### config.mk
export PLATFORM = sky130hd
export DESIGN_NAME = chrono_ctrl
export DESIGN_NICKNAME = d
export VERILOG_FILES = /design/src/rtl/chrono_pkg.sv /design/src/rtl/mod_counter.sv /design/src/rtl/chrono_ctrl.sv
export SDC_FILE = /design/constraint.sdc
export NUM_CORES = 1
export LEC_CHECK = 0
export ABC_AREA = 1
export BUFFER_PORTS_ARGS = -buffer_cell sky130_fd_sc_hd__buf_2
export CAP_MARGIN = 30
export CORE_UTILIZATION = 49
export CTS_BUF_LIST = sky130_fd_sc_hd__clkbuf_4 sky130_fd_sc_hd__clkbuf_8 sky130_fd_sc_hd__clkbuf_16
export DETAILED_ROUTE_END_ITERATION = 10
export GPL_TIMING_DRIVEN = 0
export HOLD_SLACK_MARGIN = 0.05
export PLACE_DENSITY = 0.87
export SYNTH_ARGS = -nofsm -noshare
export SYNTH_HDL_FRONTEND = slang
export SYNTH_SLANG_ARGS = --single-unit
export TNS_END_PERCENT = 20
### constraint.sdc
create_clock -name clk -period 1.68 [get_ports clk]
set_clock_uncertainty 0.05 [all_clocks]
set_input_delay 0.336 -clock clk [delete_from_list [all_inputs] [get_ports clk]]
set_output_delay 0.336 -clock clk [all_outputs]
set_load 0.05 [all_outputs]
### src/rtl/chrono_pkg.sv
// Shared state encodings and default field limits for the stopwatch controller.
package chrono_pkg;

  localparam logic [1:0] ST_IDLE  = 2'b00;
  localparam logic [1:0] ST_RUN   = 2'b01;
  localparam logic [1:0] ST_PAUSE = 2'b10;
  localparam logic [1:0] ST_LAP   = 2'b11;

  localparam int unsigned DEF_SEC_MAX = 59;
  localparam int unsigned DEF_MIN_MAX = 59;
  localparam int unsigned DEF_CNT_W   = 6;

endpackage

### src/rtl/mod_counter.sv
// Modulo-(MAX+1) counter with synchronous clear; carry_out flags the wrapping increment.
module mod_counter #(
  parameter int unsigned MAX = 59,
  parameter int unsigned W   = 6
) (
  input  logic         clk,
  input  logic         rst,
  input  logic         clr,
  input  logic         inc,
  output logic [W-1:0] count,
  output logic         carry_out
);

  localparam logic [W-1:0] MAX_V = W'(MAX);

  assign carry_out = inc && !clr && (count == MAX_V);

  always_ff @(posedge clk) begin
    if (rst || clr) begin
      count <= '0;
    end else if (inc) begin
      count <= (count == MAX_V) ? '0 : count + W'(1);
    end
  end

endmodule

### src/rtl/chrono_ctrl.sv
// Stopwatch run/pause/lap/clear controller with seconds/minutes count.
// Optional lap freeze is compiled in with the LAP_EN macro.
module chrono_ctrl
  import chrono_pkg::*;
#(
  parameter int unsigned SEC_MAX = DEF_SEC_MAX,
  parameter int unsigned MIN_MAX = DEF_MIN_MAX,
  parameter int unsigned CNT_W   = DEF_CNT_W
) (
  input  logic             clk,
  input  logic             rst,
  input  logic             btn_start_stop,
  input  logic             btn_lap,
  input  logic             btn_clear,
  input  logic             tick,
  output logic             start,
  output logic             pause,
  output logic [CNT_W-1:0] sec_out,
  output logic [CNT_W-1:0] min_out,
  output logic             lap_active,
  output logic             overflow
);

  logic [1:0]       state;
  logic [1:0]       state_nx;
  logic [CNT_W-1:0] sec;
  logic [CNT_W-1:0] min;
  logic             sec_carry;
  logic             min_carry;
  logic             count_en;
  logic             clr;

  // Counting follows the current registered state, even if a button leaves it this cycle.
  assign count_en = tick && ((state == ST_RUN) || (state == ST_LAP));
  assign clr      = btn_clear && ((state == ST_IDLE) || (state == ST_PAUSE));

  always_comb begin
    state_nx = state;
    case (state)
      ST_IDLE: begin
        if (btn_clear)           state_nx = ST_IDLE;
        else if (btn_start_stop) state_nx = ST_RUN;
      end
      ST_RUN: begin
        if (btn_start_stop)      state_nx = ST_PAUSE;
`ifdef LAP_EN
        else if (btn_lap)        state_nx = ST_LAP;
`endif
      end
      ST_PAUSE: begin
        if (btn_clear)           state_nx = ST_IDLE;
        else if (btn_start_stop) state_nx = ST_RUN;
      end
      default: begin
`ifdef LAP_EN
        if (btn_start_stop)      state_nx = ST_PAUSE;
        else if (btn_lap)        state_nx = ST_RUN;
`else
        state_nx = ST_IDLE;
`endif
      end
    endcase
  end

  always_ff @(posedge clk) begin
    if (rst) begin
      state    <= ST_IDLE;
      overflow <= 1'b0;
    end else begin
      state    <= state_nx;
      overflow <= min_carry;
    end
  end

  mod_counter #(.MAX(SEC_MAX), .W(CNT_W)) u_sec (
    .clk       (clk),
    .rst       (rst),
    .clr       (clr),
    .inc       (count_en),
    .count     (sec),
    .carry_out (sec_carry)
  );

  mod_counter #(.MAX(MIN_MAX), .W(CNT_W)) u_min (
    .clk       (clk),
    .rst       (rst),
    .clr       (clr),
    .inc       (sec_carry),
    .count     (min),
    .carry_out (min_carry)
  );

  assign start = (state == ST_RUN) || (state == ST_LAP);
  assign pause = (state == ST_PAUSE);

`ifdef LAP_EN
  logic [CNT_W-1:0] lap_sec;
  logic [CNT_W-1:0] lap_min;

  always_ff @(posedge clk) begin
    if (rst) begin
      lap_sec <= '0;
      lap_min <= '0;
    end else if ((state == ST_RUN) && !btn_start_stop && btn_lap) begin
      lap_sec <= sec;
      lap_min <= min;
    end
  end

  assign lap_active = (state == ST_LAP);
  assign sec_out    = lap_active ? lap_sec : sec;
  assign min_out    = lap_active ? lap_min : min;
`else
  logic unused_lap;
  assign unused_lap = btn_lap;
  assign lap_active = 1'b0;
  assign sec_out    = sec;
  assign min_out    = min;
`endif

endmodule

==> summary.md <==
| Metric | Value |
|---|---|
| Top_reg_cell synth | dfxtp_1 |
| Crit path capture type | primary output |
| Hold Path Stages | 2 |
| Share of cells above drive strength 1 | between 20% and 30% |
| Count of pins over their slew limit | 0 |
| Port bufs | 19 |
| Net switching power | 157 uW |
| Fin crit share | roughly 94% |
| Largest net degree at the start of global routing | 11 |
| Pleak | between 0.0004 and 0.0005 uW |
| Most frequent cells after synthesis | 19 x nand2_1, 16 x nor2_1, 15 x dfxtp_1, 15 x inv_1, 8 x nand3_1 |
| Post-CTS setup buffers | 0 |
| Root Driver | clkbuf_4 |
| Placer Congestion | slightly above 0.8 |
| Final Critical Period | about 1.6 ns |
| Synth Area in Adders | approximately 3.2% |
| Flop and latch count out of synthesis | 15 |
| Synth top area share | 39.0% |
| Post-CTS Hold Fix Bufs | 0 |
| Core Rows | 13 |
| Clk buf depth | 2 |
| Die H | approximately 42 um |
| Max-cap violation count | 0 |
| Post-route DRC | 0 |
| Sw frac | roughly a quarter |
| Post-DP HPWL | 1190 um |
| Maximum fanout along the worst path | 7 |
| Vias in the first global route | between 600 and 700 |
| Complex-gate fraction of the synthesized area | a little over a tenth |
| Reg2reg path depth | 6 |
| Grt total ovfl | 0 |
| Critical Path Start Type | register |
| Die X | between 40 and 50 um |
| First-pass DRT Iterations | 4 |
| H-tree Lvls | 1 |
| Post-synth EDFFs | 0 |
| Register area share after synthesis | 39.0% |
| I/O Pins | 22 |
| Final setup fails | 0 |
| Synth top area cells | dfxtp_1 39%, nand2_1 9.3%, nor2_1 7.8% |
| Comb pwr share | 8.8% |
| Status | finished clean |
| RSZ-0062 raised after global routing | no |
| Worst Hold End | state[1] |
| Peak supply drop | between 0.4 and 0.5 mV |
| Area leader, netlist | dfxtp_1 |
| Seq pwr share | about 57% |
| Critical path class | register to primary output |
| Syn Area/Cell | 7.34 um2 |
| Pwr Density | about 700 mW/mm2 |
| Hold Crit Start | rst |
| Post-route setup TNS | 0 ns |
| CTS resizes | 0 |
| Worst reg-to-reg setup slack | 0.26 ns |
| Cts bufs inserted | 3 |
| First-pass GRT wire length | around 2700 um |
| Hold slack final | about 0.22 ns |
| Post-Synth XOR/XNOR Area | 2.27% |
| DR vias | 744 |
| Crit Reg-Reg Endpoint | u_min.count[2] |
| Clock transition at the registers of the reported paths | 0.08 ns |
| Initial antenna violation count | 0 |
| Sink Count | 15 |
| Synthesized-area fraction occupied by and/or/nand/nor cells | about a third |
| Via density | between 5 and 6 |
| Routed len/inst | approximately 11 um |
| DRT antenna net count | 0 |
| Total GRT Usage | ~20% |
| Final net count | 137 |
| Post-Syn Area | approximately 770 um2 |
| Cells after Synth | about 110 |
| RR Startpoint | u_sec.count[0] |
| Critical Path RT | 1.29 ns |
| Synth Warn # | 0 |
| Largest family of logic cells by synthesized area | simple AND/OR/NAND/NOR gates |
| Post-synth ARST share | 0% |
| Tightest Hold Check Type | primary input to register |
| Clk pwr share | around a third |
| Final Hold Fails | 0 |
| Layout area overhead | 19.3% |
| Initial DRC count | 25 |
| Multiplexer share of the synthesized area | 0% |
| Antenna diodes | 0 |
| Initial core utilization | between 50% and 60% |
| Most common cell in the netlist | nand2_1 |
| Final WL | between 1500 and 2000 um |
| Syn_nets | about 110 |
| FMAX | 631 MHz |
| Distinct cells, synth | 26 |
| CTS tree | yes |
| Clk_lat worst skew | roughly 0.28 ns |
| DIE AREA | roughly 0.0017 mm2 |
| Crit path DAT | about 1.2 ns |
| Core area | roughly 0.0014 mm2 |
| Internal | ~480 uW |
-- metrics by stage --
step	setup WS (ns)	instances	util, %	power (uW)	area, um2
after floorplan	0.0299	105	-	412	776
after global placement	0.170	139	64.3	426	890
after detailed placement	0.130	139	64.3	428	890
after CTS	0.0923	143	66.5	645	920
after global routing	0.0281	143	66.5	666	920
final	0.0956	143	66.5	641	920
-- final cells by class --
cell class / count / area [um2]
Inverter: 15 / 56.3
Fill cell: 132 / 463
Timing Repair Buffer: 19 / 95.1
Clock buffer: 4 / 30.0
Sequential cell: 15 / 305
Tap cell: 15 / 18.8
Multi-Input combinational cell: 72 / 387
Buffer: 3 / 27.5
-- layout by cell type, fill, tap and decap left out --
master	synthesis	layout
conb_1	1	1
ha_1	2	2
nor3b_1	2	2
buf_6	1	1
nor4_1	1	1
a21oi_1	4	4
nand3_1	8	8
buf_4	1	1
xor2_1	2	2
a211oi_1	1	1
nand4_1	3	3
nor3_1	1	1
o21bai_1	3	3
nand2_2	1	1
nor2_1	16	16
nor2_2	1	1
dfxtp_2	0	4
dfxtp_1	15	11
o21ai_2	2	2
dlygate4sd1_1	1	1
nor2_4	1	1
clkbuf_4	0	4
a221oi_1	1	1
inv_1	15	15
o21ai_1	0	1
nand3b_1	1	1
buf_2	0	19
nand2_1	19	19
nand2_4	1	1
-- how the worst max path moves through the flow --
stage	start	to	cells past startpoint
floorplan	u_sec.count[4]	u_min.count[2]	5
global placement	state[0]	u_min.count[3]	5
detailed placement	u_sec.count[0]	u_min.count[2]	6
CTS	state[0]	start	2
global route	state[0]	start	2
finish	state[0]	start	2
-- sequential cells by signal, summed over array words and instances (netlist names) --
register and cells:
u_sec.count 6, u_min.count 6, overflow 1, state 2
-- power by group through the flow --
stage          clock, uW  sequential [uW]  combinational [uW]
6_report             221              363                56.7
3_3_place_gp           0              371                54.2
2_1_floorplan          0              374                38.4
4_1_cts              225              364                56.5
5_1_grt              240              365                62.1
3_5_place_dp           0              372                56.2
-- metal layers --
metal / vias to the layer above / global-route usage (%) / part of all wire [%]
li1: 381 / - / -
met1: 326 / 24.0 / 44
met2: 28 / 33.4 / 48
met3: 9 / 3.04 / 5.1
met4: 0 / 11.0 / 3.2
met5: - / 0 / 0
-- worst max-delay path: stages (launching register included) --
cell,delay (ns)
dfxtp_1,0.45
dlygate4sd1_1,0.22
buf_2,0.25
-- cell families (layout without fill, tap and decap cells) --
group | count (synthesis) | in the layout
DFF | 15 | 15
and+or+nand+nor | 55 | 55
AOI/OAI and AO/OA | 12 | 12
xor gates and xnor gates | 2 | 2
adders and majority gates | 2 | 2
buffers and inverters | 18 | 41
other | 1 | 1
No activity file was read; power rests on OpenSTA's default activity.
